[src/rtl/mul_pipe_unit.sv]
// Pipelined mullw/mulli/mulhw/mulhwu unit: STAGES-deep, one op/cycle, in-order completion tagged by RS id.
// Latency STAGES cycles; per-stage ready collapses bubbles under output backpressure; flush kills all stages.
module mul_pipe_unit #(
  parameter int RS_ID_WIDTH = 5,
  parameter int DATA_WIDTH  = 32,
  parameter int STAGES      = 3
) (
  input  logic                   clk,
  input  logic                   rst,
  input  logic                   input_valid,
  output logic                   input_ready,
  input  logic [RS_ID_WIDTH-1:0] rs_id_in,
  input  logic [4:0]             result_reg_addr_in,
  input  logic [DATA_WIDTH-1:0]  op1,
  input  logic [DATA_WIDTH-1:0]  op2,
  input  logic                   xer_so_in,
  input  logic                   mul_high,
  input  logic                   mul_signed,
  input  logic                   oe,
  input  logic                   rc,
  input  logic                   flush,
  output logic                   output_valid,
  input  logic                   output_ready,
  output logic [RS_ID_WIDTH-1:0] rs_id_out,
  output logic [4:0]             result_reg_addr_out,
  output logic [DATA_WIDTH-1:0]  result,
  output logic                   ov,
  output logic                   so,
  output logic                   oe_out,
  output logic [3:0]             cr0,
  output logic                   rc_out,
  output logic                   busy
);
  localparam int PW = 2 * DATA_WIDTH;

  typedef struct packed {
    logic [RS_ID_WIDTH-1:0] rs_id;
    logic [4:0]             addr;
    logic [DATA_WIDTH-1:0]  result;
    logic                   ov;
    logic                   so;
    logic                   oe;
    logic [3:0]             cr0;
    logic                   rc;
  } payload_t;

  logic [STAGES-1:0]   vld_q, vld_d, rdy, src_vld;
  payload_t            stg_q   [STAGES];
  payload_t            stg_d   [STAGES];
  payload_t            src_pay [STAGES];
  payload_t            in_pay;
  payload_t            out_pay;
  logic [PW-1:0]       ext1, ext2, prod;
  logic [DATA_WIDTH:0] top_bits;

  // The whole result is formed before stage 0; later stages only carry it.
  always_comb begin
    ext1     = {{DATA_WIDTH{mul_signed & op1[DATA_WIDTH-1]}}, op1};
    ext2     = {{DATA_WIDTH{mul_signed & op2[DATA_WIDTH-1]}}, op2};
    prod     = ext1 * ext2;
    top_bits = prod[PW-1:DATA_WIDTH-1];
    in_pay        = '0;
    in_pay.rs_id  = rs_id_in;
    in_pay.addr   = result_reg_addr_in;
    in_pay.result = mul_high ? prod[PW-1:DATA_WIDTH] : prod[DATA_WIDTH-1:0];
    in_pay.ov     = oe & ~mul_high & ~((&top_bits) | ~(|top_bits));
    in_pay.so     = xer_so_in | in_pay.ov;
    in_pay.oe     = oe;
    in_pay.rc     = rc;
    in_pay.cr0    = {in_pay.result[DATA_WIDTH-1],
                     ~in_pay.result[DATA_WIDTH-1] & (|in_pay.result),
                     ~(|in_pay.result),
                     in_pay.so};
  end

  // Stage i can load when any stage at or after it is empty, or the consumer drains.
  always_comb begin
    rdy = '0;
    for (int i = 0; i < STAGES; i++) begin
      rdy[i] = output_ready;
      for (int j = i; j < STAGES; j++) begin
        rdy[i] = rdy[i] | ~vld_q[j];
      end
    end
  end

  always_comb begin
    src_vld    = '0;
    src_vld[0] = input_valid;
    src_pay[0] = in_pay;
    for (int i = 1; i < STAGES; i++) begin
      src_vld[i] = vld_q[i-1];
      src_pay[i] = stg_q[i-1];
    end
  end

  always_comb begin
    vld_d = vld_q;
    for (int i = 0; i < STAGES; i++) begin
      stg_d[i] = stg_q[i];
      if (rdy[i]) begin
        vld_d[i] = src_vld[i];
        if (src_vld[i]) stg_d[i] = src_pay[i];
      end
    end
    if (flush) vld_d = '0;
  end

  always_ff @(posedge clk or negedge rst) begin
    if (!rst) begin
      vld_q <= '0;
      for (int i = 0; i < STAGES; i++) stg_q[i] <= '0;
    end else begin
      vld_q <= vld_d;
      for (int i = 0; i < STAGES; i++) stg_q[i] <= stg_d[i];
    end
  end

  assign out_pay             = stg_q[STAGES-1];
  assign input_ready         = rdy[0];
  assign output_valid        = vld_q[STAGES-1];
  assign rs_id_out           = out_pay.rs_id;
  assign result_reg_addr_out = out_pay.addr;
  assign result              = out_pay.result;
  assign ov                  = out_pay.ov;
  assign so                  = out_pay.so;
  assign oe_out              = out_pay.oe;
  assign cr0                 = out_pay.cr0;
  assign rc_out              = out_pay.rc;
  assign busy                = |vld_q;

  stall_stable_a: assert property (@(posedge clk) disable iff (!rst)
    (output_valid && !output_ready) |=> $stable(out_pay));
  stages_range_a: assert property (@(posedge clk) (STAGES >= 1) && (STAGES <= 8));
endmodule

[config.mk]
export PLATFORM = sky130hd
export DESIGN_NAME = mul_pipe_unit
export DESIGN_NICKNAME = d
export VERILOG_FILES = /design/src/rtl/mul_pipe_unit.sv
export SDC_FILE = /design/constraint.sdc
export NUM_CORES = 2
export LEC_CHECK = 0
export ABC_CLOCK_PERIOD_IN_PS = 2400
export CAP_MARGIN = 10
export CELL_PAD_IN_SITES_DETAIL_PLACEMENT = 2
export CELL_PAD_IN_SITES_GLOBAL_PLACEMENT = 2
export CORE_MARGIN = 2
export CORE_UTILIZATION = 42
export CTS_CLUSTER_DIAMETER = 50
export DETAILED_ROUTE_END_ITERATION = 8
export PLACE_DENSITY_LB_ADDON = 0.1
export RECOVER_POWER = 50
export REMOVE_ABC_BUFFERS = 1
export SYNTH_ARGS = -nofsm -noshare
export SYNTH_HDL_FRONTEND = slang
export SYNTH_SLANG_ARGS = --single-unit
[constraint.sdc]
create_clock -name clk -period 2.4 [get_ports clk]
set_input_delay 0.24 -clock clk [delete_from_list [all_inputs] [get_ports clk]]
set_output_delay 0.24 -clock clk [all_outputs]
set_load 0.1 [all_outputs]
==> impl_metrics.csv, run 1 <==
group,metric,value,unit
status,status,"stopped before the end",
status,failing_step,"global routing",
status,firstError,"[ERROR GRT-0232] Routing congestion too high. Check the congestion heatmap in the GUI.",
logic_synthesis,ys_ff_latch,147,
logic_synthesis,syn-instance-count,4812,
grt,antenna_found_initial,30,
logic_synthesis,ys_seq_area_frac,0.0824,
placement,gp_congestion,0.891,
logic_synthesis,mappedNetlistArea,44700,um2
logic_synthesis,ys.flop_type,"dfrtp_1",
logic_synthesis,yosys.area_share.simple,0.153,
sta,worst-ep-kind,"register data pin",
die,start_util,0.424,
placement,hpwl,150000,um
logic_synthesis,synth_fa_ha_area_frac,0.564,
logic_synthesis,synth_top_family_by_area,"adder cells",
logic_synthesis,synthTopCellsByArea,"fa_1 50%, inv_1 9.3%, dfrtp_1 8.2%, nand2_1 7.1%, ha_1 5.9%",
logic_synthesis,synth_edf_count,0,
logic_synthesis,postSynthAreaPerCell,9.28,um2
logic_synthesis,yosysTopAreaCell,"fa_1",
logic_synthesis,yosys.area.top_type_share,0.504,
logic_synthesis,yosysMostFrequentCell,"fa_1",
logic_synthesis,ys_top_cells_by_count,"1125 x fa_1, 1102 x inv_1, 844 x nand2_1, 354 x and2_1, 247 x clkbuf_1",
die,rows,119,
clocking,cts_made_buffers,17,
sta,worstEndpointGrtRepair,"src_pay[51]$_DFFE_PN0P_/D",
clocking,clockRootBuffer,"clkbuf_16",
logic_synthesis,synth_cell_types,77,
logic_synthesis,synth-xor-area-share,0.0137,
die,pin_count,137,
clocking,clockBufferDepth,2,
grt,grtUsageTotal,0.840,
placement,port_buffers,136,
clocking,clock-sinks,147,
logic_synthesis,ys_warn_count,0,
clocking,htreeDepth,4,
die,die_y,330,um
logic_synthesis,async_reset_ff_frac,1.00,
logic_synthesis,synth-compound-area-share,0.0438,
grt,grt_max_degree,77,
die,die_x,330,um
grt,grt_overflow,1074,
logic_synthesis,synth.mux.area_fraction,0.0276,
-- through the flow --
step	instances	worst slack [ns]	hold slack (ns)	cell area, um2	TNS, ns
after floorplan	4545	-6.87	-0.0556	43600	-259.19
after detailed placement	6731	-7.51	0.261	52700	-234.32
after CTS	6980	-6.23	0.323	58300	-188.07
after global placement	6731	-7.11	0.255	52700	-223.47
-- cell families after synthesis --
kind of cell             count (synthesis)
AND/OR/NAND/NOR                       1465
buffers and inverters                 1369
adder cells (fa/ha/maj)               1337
AO/OA/AOI/OAI                          313
flip-flops                             147
multiplexers                           111
XOR/XNOR                                70
-- routing by layer --
metal,GRT usage,overflow
met1,0.823,10
met2,0.988,664
met3,0.696,14
met4,0.899,385
met5,0.382,1
-- timing repair --
item	in CTS
setup buffers	197
setup endpoints to repair	36
pin swaps	342
cloned	28
gates resized for setup	865
endpoints found under the hold margin	56
hold buffers	1
==> run 2, diff against run 1 <==
--- a/config.mk
+++ b/config.mk
@@ -7,13 +7,10 @@
 export LEC_CHECK = 0
 export ABC_CLOCK_PERIOD_IN_PS = 2400
 export CAP_MARGIN = 10
-export CELL_PAD_IN_SITES_DETAIL_PLACEMENT = 2
-export CELL_PAD_IN_SITES_GLOBAL_PLACEMENT = 2
 export CORE_MARGIN = 2
-export CORE_UTILIZATION = 42
-export CTS_CLUSTER_DIAMETER = 50
+export CORE_UTILIZATION = 30
 export DETAILED_ROUTE_END_ITERATION = 8
-export PLACE_DENSITY_LB_ADDON = 0.1
+export PLACE_DENSITY_LB_ADDON = 0.15
 export RECOVER_POWER = 50
 export REMOVE_ABC_BUFFERS = 1
 export SYNTH_ARGS = -nofsm -noshare
==> impl_metrics.csv, run 2 <==
group,metric,value,unit
clocking,cts_tree,"built",
final_layout,drive_gt1_frac,0.292,
worst_setup_path,path_common_cell,"fa_1",
worst_setup_path,r2r_slack,0.37,ns
sta,hold_viol_final,0,
logic_synthesis,postSynthAreaPerCell,9.28,um2
sta,clock_skew,0.0141,ns
die,die_x,390,um
placement,preCtsSetupSlack,-7.43,ns
die,core_area,148000,um2
clocking,clockRootBuffer,"clkbuf_16",
detailed_routing,routed.top_layer,"met5",
logic_synthesis,synth.mux.area_fraction,0.0276,
detailed_routing,wl_met2,73200,um
logic_synthesis,synth_top_family_by_area,"adder cells",
logic_synthesis,yosysTopAreaCell,"fa_1",
detailed_routing,drtIter0Drc,1929,
final_layout,finalNetCount,7018,
run,max-cap-violations,1,
worst_setup_path,critPathArrivalTime,8.81,ns
logic_synthesis,ys_warn_count,0,
die,die_y,390,um
final_layout,syn_to_final_growth,33.8,%
detailed_routing,ant_nets,0,
die,rows,141,
logic_synthesis,synth_edf_count,0,
grt,grt_max_degree,77,
worst_setup_path,worst-path-buf-inv,8,
logic_synthesis,syn-instance-count,4812,
logic_synthesis,mappedNetlistArea,44700,um2
sta,hold_slack,0.354,ns
sta,worst_pin_slew,1.69,ns
clocking,clockBufferDepth,2,
logic_synthesis,async_reset_ff_frac,1.00,
die,start_util,0.302,
status,violations,"max-capacitance violations, max-slew violations, negative setup slack",
final_layout,layout_common_cells,"1037 x fa_1, 1017 x inv_1, 803 x nand2_1, 662 x buf_4, 308 x and2_1",
grt,antenna_found_initial,10,
detailed_routing,drc,0,
clocking,cts_made_buffers,17,
worst_setup_path,slowest_stage,"fa_2",
final_layout,layout_commonest_cell,"fa_1",
logic_synthesis,ys_top_cells_by_count,"1125 x fa_1, 1102 x inv_1, 844 x nand2_1, 354 x and2_1, 247 x clkbuf_1",
die,pin_count,137,
worst_setup_path,critPathRequiredTime,2.70,ns
placement,dpl.cell_count,7281,
sta,slew_viol_final,67,
detailed_routing,avgRoutedWirePerCell,20.5,um
grt,grt_first_pass_wirelength,237000,um
sta,setup_viol,36,
logic_synthesis,ys_ff_latch,147,
grt,grt_overflow,0,
detailed_routing,avgViaCountPerCell,4.64,
detailed_routing,wl_met3,6510,um
final_layout,fin_cells,7544,
worst_setup_path,startpoint_type,"input pin",
logic_synthesis,yosysMostFrequentCell,"fa_1",
worst_setup_path,crit_family,"adder cells",
logic_synthesis,yosys.area.top_type_share,0.504,
logic_synthesis,yosys.area_share.simple,0.153,
grt,grt_pass1_vias,38100,
detailed_routing,routed_wl,155000,um
logic_synthesis,ys.flop_type,"dfrtp_1",
status,status,"finished, violations left",
detailed_routing,vias,35000,
detailed_routing,first_pass_iters,7,
logic_synthesis,synthTopCellsByArea,"fa_1 50%, inv_1 9.3%, dfrtp_1 8.2%, nand2_1 7.1%, ha_1 5.9%",
sta,slew_headroom,-0.126,
sta,max_freq,0.117,GHz
sta,finalCritPeriodShare,3.55,
worst_setup_path,critical_path_class,"input pin to register",
sta,fin_ws,-6.11,ns
placement,port_buffers,136,
sta,min_period,8.51,ns
worst_setup_path,cpPeakStageDelay,0.62,ns
detailed_routing,wl_met1,73200,um
placement,hpwl,119000,um
worst_setup_path,path_max_fanout,6,
final_layout,final_util,0.404,
clocking,clock-sinks,147,
worst_setup_path,crit_path_end_kind,"register",
die,die_area,152000,um2
placement,gp_congestion,0.857,
logic_synthesis,ys_seq_area_frac,0.0824,
logic_synthesis,synth-xor-area-share,0.0137,
grt,grtUsageTotal,0.205,
clocking,clk-insertion-delay-late,0.41,ns
logic_synthesis,synth_cell_types,77,
final_layout,largest_register_ff_count,96,
clocking,clkTransAtPathRegs,0.07,ns
hold_path,hold_class,"input pin to register",
logic_synthesis,synth-compound-area-share,0.0438,
sta,rsz0062_at_grt,"true",
logic_synthesis,synth_fa_ha_area_frac,0.564,
final_layout,fillers,14800,
clocking,htreeDepth,4,
[run 2: final cells by class]
cell class | count | area [um2] | area share
repair buffers | 1033 | 10800 | 0.181
clock buffers | 17 | 425 | 0.00712
clock inverters | 15 | 161 | 0.00270
diodes | 4 | 10.0 | 0.000167
well taps | 1930 | 2410 | 0.0404
multi-input cells | 3296 | 38100 | 0.638
inverters | 1102 | 4140 | 0.0693
flip-flops and latches | 147 | 3680 | 0.0615
[run 2: layer usage]
layer | global-route usage | up-vias
met1 | 0.304 | 18500
met2 | 0.337 | 736
met4 | 0.0251 | 2
met5 | 0 | -
li1 | - | 15700
met3 | 0.0130 | 102
[run 2: final timing paths]
path,from,to,cells past startpoint
min in group asynchronous,rst,result[31],2
min,rs_id_in[4],src_pay[99],3
max,op2[2],src_pay[51],28
min reg2reg,src_pay[94],src_pay[94],2
max in group asynchronous,rst,src_pay[23],3
max reg2reg,vld_q[2],src_pay[53],9
[run 2: repair_timing]
item                       4_1_cts  5_1_grt
resized for setup              793      388
hold endpoints to repair        64        0
setup endpoints to repair       36       36
setup buffers                  149       53
hold buffers                     1        0
pin swaps                      212      167
cloned                          35        7
[run 2: worst register-to-register path, cell delays in order (launching register included)]
cell      delay (ns)
dfrtp_1         0.39
nor2b_1         0.15
nand3_1         0.13
nand2_2         0.15
a211o_1         0.31
a221oi_2        0.21
nand4_1         0.17
nor4_2          0.23
buf_4           0.17
a21oi_1         0.03
[run 2: cells by family after synthesis]
logic type | count (synthesis)
xor+xnor | 70
compound gates | 313
simple gates | 1465
fa+ha+maj | 1337
mux | 111
buf+inv | 1369
flops | 147
[run 2: per-stage QoR]
step                area [um2]  setup TNS (ns)
floorplan                43600         -259.19
global placement         53500         -229.34
detailed placement       53500         -230.29
CTS                      58300         -182.11
global route             59800         -187.41
finish                   59800         -180.06
Power of run 2 is not shown: default switching activity piles up to over one toggle a cycle in this logic, so the estimate is an artifact.
